==> src/rtl/edge_gen.sv <==
// Programmable pulse-train generator: emits num_pulses high/low cycles on
// `signal`, with busy while active and a one-cycle done at train completion.
module edge_gen #(
  parameter int CW = 8,
  parameter int NW = 4
) (
  input  logic          clk,
  input  logic          rst_n,
  input  logic          start,
  input  logic          abort,
  input  logic [CW-1:0] high_cycles,
  input  logic [CW-1:0] low_cycles,
  input  logic [NW-1:0] num_pulses,
  output logic          signal,
  output logic          busy,
  output logic          done
);

  typedef enum logic [1:0] {
    IDLE = 2'd0,
    HIGH = 2'd1,
    LOW  = 2'd2
  } state_t;

  state_t        state, state_nxt;
  logic [CW-1:0] phase_cnt, phase_nxt;
  logic [NW-1:0] pulse_cnt, pulse_nxt;
  logic [CW-1:0] high_len, high_nxt;
  logic [CW-1:0] low_len, low_nxt;
  logic          signal_nxt, busy_nxt, done_nxt;

  logic cfg_ok;
  logic phase_last;
  logic pulse_last;

  assign cfg_ok     = (high_cycles != '0) && (num_pulses != '0);
  assign phase_last = (phase_cnt == CW'(1));
  assign pulse_last = (pulse_cnt == NW'(1));

  // State register and registered outputs.
  // NOTE: sequential state uses non-blocking assignments so every register
  // samples the pre-edge values, independent of statement order.
  always_ff @(posedge clk) begin
    if (!rst_n) begin
      state     <= IDLE;
      phase_cnt <= '0;
      pulse_cnt <= '0;
      high_len  <= '0;
      low_len   <= '0;
      signal    <= 1'b0;
      busy      <= 1'b0;
      done      <= 1'b0;
    end else begin
      state     <= state_nxt;
      phase_cnt <= phase_nxt;
      pulse_cnt <= pulse_nxt;
      high_len  <= high_nxt;
      low_len   <= low_nxt;
      signal    <= signal_nxt;
      busy      <= busy_nxt;
      done      <= done_nxt;
    end
  end

  // Next-state logic. phase_cnt holds the clocks still to spend in the
  // current phase, so the phase ends on the edge where it reads 1.
  // NOTE: every variable gets a default at the top of the block, so no path
  // leaves it unassigned and no latch is inferred.
  always_comb begin
    state_nxt = state;
    phase_nxt = phase_cnt;
    pulse_nxt = pulse_cnt;
    high_nxt  = high_len;
    low_nxt   = low_len;
    unique case (state)
      IDLE: begin
        if (start && cfg_ok) begin
          state_nxt = HIGH;
          high_nxt  = high_cycles;
          low_nxt   = (low_cycles == '0) ? CW'(1) : low_cycles;
          phase_nxt = high_cycles;
          pulse_nxt = num_pulses;
        end
      end
      HIGH: begin
        if (abort) begin
          state_nxt = IDLE;
          phase_nxt = '0;
          pulse_nxt = '0;
        end else if (phase_last) begin
          if (pulse_last) begin
            state_nxt = IDLE;
            phase_nxt = '0;
            pulse_nxt = '0;
          end else begin
            state_nxt = LOW;
            phase_nxt = low_len;
            pulse_nxt = pulse_cnt - NW'(1);
          end
        end else begin
          phase_nxt = phase_cnt - CW'(1);
        end
      end
      LOW: begin
        if (abort) begin
          state_nxt = IDLE;
          phase_nxt = '0;
          pulse_nxt = '0;
        end else if (phase_last) begin
          state_nxt = HIGH;
          phase_nxt = high_len;
        end else begin
          phase_nxt = phase_cnt - CW'(1);
        end
      end
      default: begin
        state_nxt = IDLE;
        phase_nxt = '0;
        pulse_nxt = '0;
      end
    endcase
  end

  // Output logic: next values of the registered outputs. done fires on a
  // degenerate start or on the natural end of the last HIGH phase, never on abort.
  always_comb begin
    signal_nxt = (state_nxt == HIGH);
    busy_nxt   = (state_nxt != IDLE);
    done_nxt   = ((state == IDLE) && start && !cfg_ok) ||
                 ((state == HIGH) && !abort && phase_last && pulse_last);
  end

endmodule

==> config.mk <==
export PLATFORM = sky130hd
export DESIGN_NAME = edge_gen
export DESIGN_NICKNAME = d
export VERILOG_FILES = /design/src/rtl/edge_gen.sv
export SDC_FILE = /design/constraint.sdc
export NUM_CORES = 1
export LEC_CHECK = 0
export BUFFER_PORTS_ARGS = -buffer_cell sky130_fd_sc_hd__buf_2
export CAP_MARGIN = 30
export CORE_UTILIZATION = 50
export DETAILED_ROUTE_END_ITERATION = 8
export GPL_TIMING_DRIVEN = 0
export PLACE_DENSITY = 0.72
export REMOVE_ABC_BUFFERS = 1
export SLEW_MARGIN = 40
export SYNTH_ARGS = -nofsm -noshare
export SYNTH_HDL_FRONTEND = slang
export SYNTH_SLANG_ARGS = --single-unit
export TNS_END_PERCENT = 30
==> constraint.sdc <==
create_clock -name clk -period 3.57 [get_ports clk]
set_input_delay 0.357 -clock clk [delete_from_list [all_inputs] [get_ports clk]]
set_output_delay 0.357 -clock clk [all_outputs]
set_load 0.005 [all_outputs]
; ---- Word-level counts from Yosys, hierarchy flattened
; Cells that the tools add are included.
[op_classes]
n_addsub = 2
eq_ne = 8
mux = 21
reduce_logical = 17
[ops]
columns = op, n
row1 = two-way mux 8 bit, 7
row2 = one-hot mux 8 bit (3 select lines), 1
row3 = two-way mux 4 bit, 5
row4 = two-way mux 2 bit, 6
row5 = one-hot mux 4 bit (3 select lines), 1
row6 = equality test 8 x 1 -> 1 bit (second input constant), 1
row7 = zero test 8 bit, 1
row8 = nonzero test 8 bit, 1
row9 = subtractor 8 x 1 -> 8 bit (second input constant), 1
row10 = logical AND 1 bit, 7
row11 = one-hot mux 2 bit (3 select lines), 1
row12 = equality test 2 x 1 -> 1 bit (second input constant), 2
row13 = equality test 4 x 1 -> 1 bit (second input constant), 1
row14 = inequality test 2 bit (second input constant), 2
row15 = nonzero test 4 bit, 1
row16 = subtractor 4 x 1 -> 4 bit (second input constant), 1
row17 = inequality test 3 bit (second input constant), 1
row18 = AND reduction 3 bit, 1
row19 = equality test 2 bit (second input constant), 1
row20 = zero test 1 bit, 2
row21 = zero test 2 bit, 1
row22 = AND reduction 2 bit, 1
row23 = nonzero test 2 bit, 1
row24 = logical OR 1 bit, 1
[totals]
register_bits = 33
elab_cells = 56

; ---- Longest topological paths before layout
; Gate-level depths: netlist (run 1).
[logic_depth]
ltp_word = 6
mapped_depth = 8

; ---- Worst setup path before layout (run 1)
; Ideal clock, no wire load.
[synth_timing]
path_type = register to register
from = register phase_cnt[0]
to = register pulse_cnt[0]
setup_ps = 133
arrival_ps = 1984
slack_ps = 1453
stages_incl_launch_ff = 7
synth_period_minus_slack_ps = 2117
cell_sequence = dfxtp_1 ha_1 or3b_2 or2_1 a221o_1 a221oi_1 a211oi_1
[synth_via]
elab_chain_len = 3
[synth_rtl]
columns = item, line_no
row1 = start: declaration, 26  ; logic [CW-1:0] phase_cnt, phase_nxt;
row2 = start signal: assignment, 55  ; phase_cnt <= phase_nxt;
row3 = equality test 8 x 1 -> 1 bit, 37  ; assign phase_last = (phase_cnt == CW'(1));
row4 = inequality test 3 bit (no source line), -
row5 = AND reduction 3 bit (no source line), -
row6 = end signal: assignment, 56  ; pulse_cnt <= pulse_nxt;
row7 = end: declaration, 27  ; logic [NW-1:0] pulse_cnt, pulse_nxt;
; No other way between the ends.
; A chain may end at the register's enable or synchronous reset.

; ---- Worst setup path in the final report (run 1)
[layout_timing]
from = register phase_cnt[0]
to = register pulse_cnt[1]
; Same word-level chain as after synthesis.

==> flow_summary.yaml, run 1 <==
status:
  status: "completed"
sta:
  worstMarginPinSlew_ns: 0.7861
  hold_viol: 0
  maxSlewViolCount: 0
  slew_headroom_pct: 47.40
  finalCritPeriodShare_pct: 73.44
  fmax_mhz: 381.4
  timing.setup.tns_ns: 0
  post-route-min-period_ns: 2.622
  setup_viol: 0
  rsz0062_at_grt: "false"
  skew_ns: 0.01819
critical_path:
  arrival_ns: 2.82
  critical_path.most_common_cell: "a211oi_1"
  crit_fanout: 11
  path_class: "reg2reg"
  crit_family: "simple AND/OR/NAND/NOR gates"
  startpoint_type: "flip-flop"
  cpPeakStageDelay_ns: 0.52
  path_cells: "ha_1, or3b_2, or2_1, a221o_1, a211oi_1, a211oi_1"
  crit_buf_inv: 0
  crit_path_end_kind: "flip-flop"
  worst-endpoint-required_ns: 3.77
  crit_slowest_cell: "a221o_1"
detailed_routing:
  ant_nets: 0
  wl_met3_um: 223
  wl_met1_um: 1894
  drt_iter0_markers: 102
  maxUsedRoutingLayer: "met4"
  drcViolationCount: 0
  vias_per_cell: 6.011
  dr.pass1.iters: 4
  wl_per_cell_um: 15.52
  drt-total-wl_um: 4066
  wl_met2_um: 1865
  vias: 1575
pwr:
  p_leak_uw: 0.0007898
  cellPowerDensity_mw_per_mm2: 440.9
  vdd_drop_max_v: 0.0001919
die:
  die_y_um: 60.51
  core_mm2: 0.003153
  rows: 20
  die_width_um: 60.51
  start_util_pct: 54.29
  boundaryPins: 27
  design.die.area_mm2: 0.003661
clock_network:
  ctsHoldBuffers: 0
  cts.sinks: 33
  cts_root_buf: "clkbuf_4"
  cts_made_buffers: 5
  cts_tree: "yes"
  postCtsSetupRepairBufs: 0
  htreeDepth: 2
  post_cts_resized: 0
  clockBufferDepth: 2
  clk_latency_ns: 0.34
  clk_pin_slew_ns: 0.11
global_routing:
  track_usage_pct: 25.32
  grt_max_degree: 30
  overflow: 0
  antenna_found_initial: 0
  grt_pass1_wl_um: 6865
  grt_pass1_vias: 1492
logic_synthesis:
  ys_ff_latch: 33
  yosys_warnings: 0
  synth.distinct_cells: 39
  ys_dominant_reg_cell: "dfxtp_1"
  syn_inst: 193
  synth_area_mm2: 0.001712
  synth_edf_count: 0
  synth_async_sr_flop_share_pct: 0
  syn_area_per_cell_um2: 8.869
  synth_area_leaders: "dfxtp_1 (39%), mux2i_1 (9.9%), nor2_1 (5.7%)"
  synth_top_cell_by_area: "dfxtp_1"
  synth_top_area_share_pct: 38.60
  ys_seq_area_share_pct: 38.60
placed_design:
  port_buffers: 26
  place_congestion: 0.9171
  dpl_cell_area_mm2: 0.001871
  dp_cells: 254
  dpl.hpwl_um: 2950
finish:
  finalInstanceArea_mm2: 0.001941
  drive_above_1_share_pct: 20.64
  nFillCells: 288
  num-nets-final: 245
  fin_cells: 262
  diodes: 0
  syn2layout_area_growth_pct: 13.38
hold_path:
  hold_class: "in2reg"
flow_run:
  drv_cap: 0
[stage by stage]
step / hold slack, ns / utilization [%] / setup WS, ns / power (uW)
3_5_place_dp: 0.4872 / 59.33 / 0.9864 / 615.7
5_1_grt: 0.2832 / 61.55 / 0.7624 / 901.0
4_1_cts: 0.2651 / 61.55 / 0.9497 / 855.0
3_3_place_gp: 0.4721 / 58.37 / -0.1481 / 606.3
2_1_floorplan: 0.4547 / - / 0.6034 / 559.2
6_report: 0.2681 / 61.55 / 0.9483 / 855.6
[Yosys cell counts, types with 2 or more instances]
cell type  count
a211oi_1       4
a21oi_1        9
a221o_1        2
a22o_1         4
a22oi_1        9
a32o_1         3
and2_1         4
buf_2          3
clkbuf_1       8
dfxtp_1       33
ha_1           4
inv_1          7
mux2i_1       17
nand2_1        6
nand3_1        4
nor2_1        26
nor3_1         7
nor3b_1        2
nor4_1         3
o21a_1         2
o21ai_0        7
o221ai_1       5
o2bb2ai_1      2
o31ai_1        2
or2_1          2
or3b_2         2
or4_1          3
xnor2_1        2
[cells by family after synthesis]
group,synth area share (%)
compound gates,23.76
xor+xnor,1.535
fa+ha+maj,2.924
buf+inv,4.825
flops,38.60
mux,10.60
simple gates,17.76
[cells in the final DEF, fill, tap and decap left out, types with 5 or more instances in the layout]
master / Yosys / layout
nand2_1: 6 / 6
o221ai_1: 5 / 5
buf_2: 3 / 27
mux2i_1: 17 / 17
clkbuf_4: 0 / 5
nor3_1: 7 / 6
dfxtp_1: 33 / 33
a22oi_1: 9 / 9
inv_1: 7 / 6
o21ai_0: 7 / 7
a21oi_1: 9 / 9
nor2_1: 26 / 26
[flip-flops by register name (all words and copies together) (netlist names)]
signal and count:
pulse_cnt 4, low_len 8, signal 1, state 2
busy 1, high_len 8, done 1, phase_cnt 8
[power by group]
part	internal (uW)	switching (uW)	total (uW)
Clock	114	129	243
Combinational	84.6	99.4	184
Sequential	399	29.5	428
[path summary, 6_finish.rpt]
kind                            slack, ns  cells after the start           end          start
worst max-delay path                 0.95                      6  pulse_cnt[1]   phase_cnt[0]
worst min-delay path                 0.27                      3    low_len[5]  low_cycles[5]
worst max register to register       0.95                      6  pulse_cnt[1]   phase_cnt[0]
worst min register to register       0.51                      2   high_len[7]    high_len[7]
[final cells by class]
type | count | area, um^2 | share of cell area, %
multi-input combinational | 141 | 978.4 | 50.42
timing repair buffer | 29 | 150.1 | 7.737
tap | 44 | 55.05 | 2.837
clock inverter | 1 | 5.005 | 0.2579
sequential | 33 | 660.6 | 34.04
clock buffer | 7 | 65.06 | 3.353
inverter | 7 | 26.28 | 1.354
[worst register-to-register path, delay by kind of cell (launching register included)]
family | cells | cell delay, ns
adders and majority gates | 1 | 0.22
and+or+nand+nor | 2 | 0.90
AOI/OAI and AO/OA | 3 | 0.90
DFF | 1 | 0.46
[per-layer routing]
layer	vias up	global-route usage [%]
met2	51	38.93
li1	767	-
met3	10	6.610
met4	0	8.766
met5	-	0
met1	747	34.52
No activity file was read; power rests on OpenSTA's default activity.
==> inputs of run 2 (changes only) <==
Settings changed: ABC_AREA set to 1, PLACE_DENSITY 0.72 to 0.71.
Clock period 3.57 ns to 2.48 ns, I/O delays scaled along.
==> flow_summary.yaml, run 2 <==
status:
  status: "completed"
critical_path:
  path_class: "reg2reg"
  crit_fanout: 20
  crit_path_end_kind: "flip-flop"
  crit_buf_inv: 2
  crit_slowest_cell: "nor2_4"
  cpPeakStageDelay_ns: 0.46
  critical_path.most_common_cell: "inv_2"
  path_cells: "nor2_4, inv_2, nor2_2, nand3_2, inv_2, nand2_1, a21oi_1"
  crit_family: "simple AND/OR/NAND/NOR gates"
  startpoint_type: "flip-flop"
  ff2ff_setup_slack_ns: 0.33
  arrival_ns: 2.34
  worst-endpoint-required_ns: 2.67
global_routing:
  grt_pass1_wl_um: 7458
  antenna_found_initial: 0
  overflow: 0
  grt_pass1_vias: 1670
  track_usage_pct: 23.38
  grt_max_degree: 28
clock_network:
  cts_made_buffers: 5
  cts_tree: "yes"
  clk_latency_ns: 0.29
  ctsHoldBuffers: 0
  cts.sinks: 33
  postCtsSetupRepairBufs: 0
  clk_pin_slew_ns: 0.07
  clockBufferDepth: 2
  htreeDepth: 2
  cts_root_buf: "clkbuf_8"
  post_cts_resized: 0
pwr:
  cellPowerDensity_mw_per_mm2: 627.5
  p_leak_uw: 0.001007
  p_clk_share_pct: 27.9
  swShare_pct: 34.33
  p_switching_uw: 476.3
  power_frac_seq_pct: 44.0
  vdd_drop_max_v: 0.0003390
  intPower_uw: 911.1
  combPwrFrac_pct: 28.1
sta:
  skew_ns: 0.008377
  post-route-min-period_ns: 2.153
  slew_headroom_pct: 48.82
  finalCritPeriodShare_pct: 86.81
  rsz0062_at_grt: "false"
  fmax_mhz: 464.5
  setup_viol: 0
  hold_viol: 0
  worstMarginPinSlew_ns: 0.7629
  hold_slack_ns: 0.2187
  maxSlewViolCount: 0
logic_synthesis:
  yosys_warnings: 0
  syn_inst: 286
  synthSimpleGateAreaFrac_pct: 39.80
  synth_area_leaders: "dfxtp_1 (33%), nand2_1 (16%), nand3_1 (8.6%)"
  synth_adder_area_share_pct: 2.527
  synth_compound_area_share_pct: 13.96
  synth_top_cell_by_area: "dfxtp_1"
  ys_seq_area_share_pct: 33.35
  synthXorXnorAreaFrac_pct: 0.8844
  synth_edf_count: 0
  synth.distinct_cells: 35
  syn_area_per_cell_um2: 6.925
  ys_top_cells_by_count: "nand2_1 (82), nand3_1 (34), dfxtp_1 (33)"
  synth.most_common_cell: "nand2_1"
  ys_dominant_reg_cell: "dfxtp_1"
  synth_top_area_share_pct: 33.35
  ys_ff_latch: 33
  muxShareOfSynthArea_pct: 0
  synth_async_sr_flop_share_pct: 0
  synth_area_mm2: 0.001981
  synth_top_family_by_area: "simple AND/OR/NAND/NOR gates"
finish:
  drive_above_1_share_pct: 20.45
  layout_commonest_cell: "nand2_1"
  reg_top3: "high_len: 8 flops, low_len: 8 flops, phase_cnt: 8 flops"
  final_cell_mix: "nand2_1 (82), nand3_1 (34), dfxtp_1 (33), a21oi_1 (30), inv_1 (28)"
  diodes: 0
  fin_util_pct: 59.06
  regArea_um2: 660.6
  multi_input_area_mm2: 0.001140
  nFillCells: 408
  syn2layout_area_growth_pct: 11.62
  num-nets-final: 340
placed_design:
  place_congestion: 0.8669
  port_buffers: 26
  dpl.hpwl_um: 3230
die:
  start_util_pct: 52.91
  design.die.area_mm2: 0.004217
  die_y_um: 64.94
  core_mm2: 0.003744
  rows: 22
  die_width_um: 64.94
  boundaryPins: 27
detailed_routing:
  drcViolationCount: 0
  ant_nets: 0
  dr.pass1.iters: 5
  drt-total-wl_um: 4376
  vias_per_cell: 5.136
  drt_iter0_markers: 96
  vias: 1854
  wl_per_cell_um: 12.12
hold_path:
  hold_class: "in2reg"
flow_run:
  drv_cap: 0
## run 2: cell count changes after synthesis, sizes merged, moves of 6 or more
cell,previous run,this run
o21ai,7,13
nand2,6,88
nand3,4,39
mux2i,17,0
inv,7,35
a22oi,9,1
nor3,7,1
nor2,26,19
a21oi,9,30
clkbuf,8,2
## run 2: cell families after synthesis
| logic type | after synthesis |
|---|---|
| fa+ha+maj | 4 |
| xor+xnor | 2 |
| buf+inv | 43 |
| compound gates | 51 |
| simple gates | 153 |
| flops | 33 |
## run 2: final timing paths
| check | end | cells after the start | startpoint |
|---|---|---|---|
| hold / removal | low_len[7] | 3 | low_cycles[7] |
| hold reg to reg | low_len[1] | 2 | low_len[1] |
| setup / recovery | low_len[4] | 7 | state[0] |
| setup reg to reg | low_len[4] | 7 | state[0] |
## run 2: routing by layer
layer / part of all wire [%] / wire length [um] / up-vias / global-route usage [%]
met4: 1.1 / 46 / 0 / 8.889
met5: 0 / 0 / - / 0
li1: - / - / 987 / -
met2: 46 / 2028 / 31 / 38.54
met3: 3.7 / 160 / 4 / 4.754
met1: 49 / 2140 / 832 / 29.65
## run 2: worst reg2reg max path, cell delays in order (launching register included)
cell	delay (ns)
dfxtp_1	0.36
nor2_4	0.46
inv_2	0.10
nor2_2	0.13
nand3_2	0.38
inv_2	0.40
nand2_1	0.09
a21oi_1	0.14
## run 2: per-stage QoR
step           power, uW  instance area (um^2)  setup TNS, ns  std cells  setup slack, ns
6_report            1387                  2211              0        361           0.3272
5_1_grt             1482                  2211              0        361           0.1148
4_1_cts             1399                  2211              0        361           0.3282
3_5_place_dp        1011                  2128              0        353           0.3472
3_3_place_gp        1002                  2121         -4.094        353          -0.2859
2_1_floorplan      909.0                  1931              0        279           0.4061
## run 2: power by group through the flow
stage / Sequential [uW] / Clock [uW] / Combinational (uW)
2_1_floorplan: 615 / 0 / 294
3_3_place_gp: 620 / 0 / 382
3_5_place_dp: 622 / 0 / 389
4_1_cts: 610 / 399 / 390
5_1_grt: 616 / 426 / 439
6_report: 611 / 387 / 390
## run 2: cell type report
| class | instances | area share [%] |
|---|---|---|
| Tap cell | 48 | 2.716 |
| Sequential cell | 33 | 29.88 |
| Inverter | 36 | 6.225 |
| Clock buffer | 6 | 3.282 |
| Multi-Input combinational cell | 210 | 51.56 |
| Timing Repair Buffer | 26 | 5.886 |
| Clock inverter | 2 | 0.4527 |
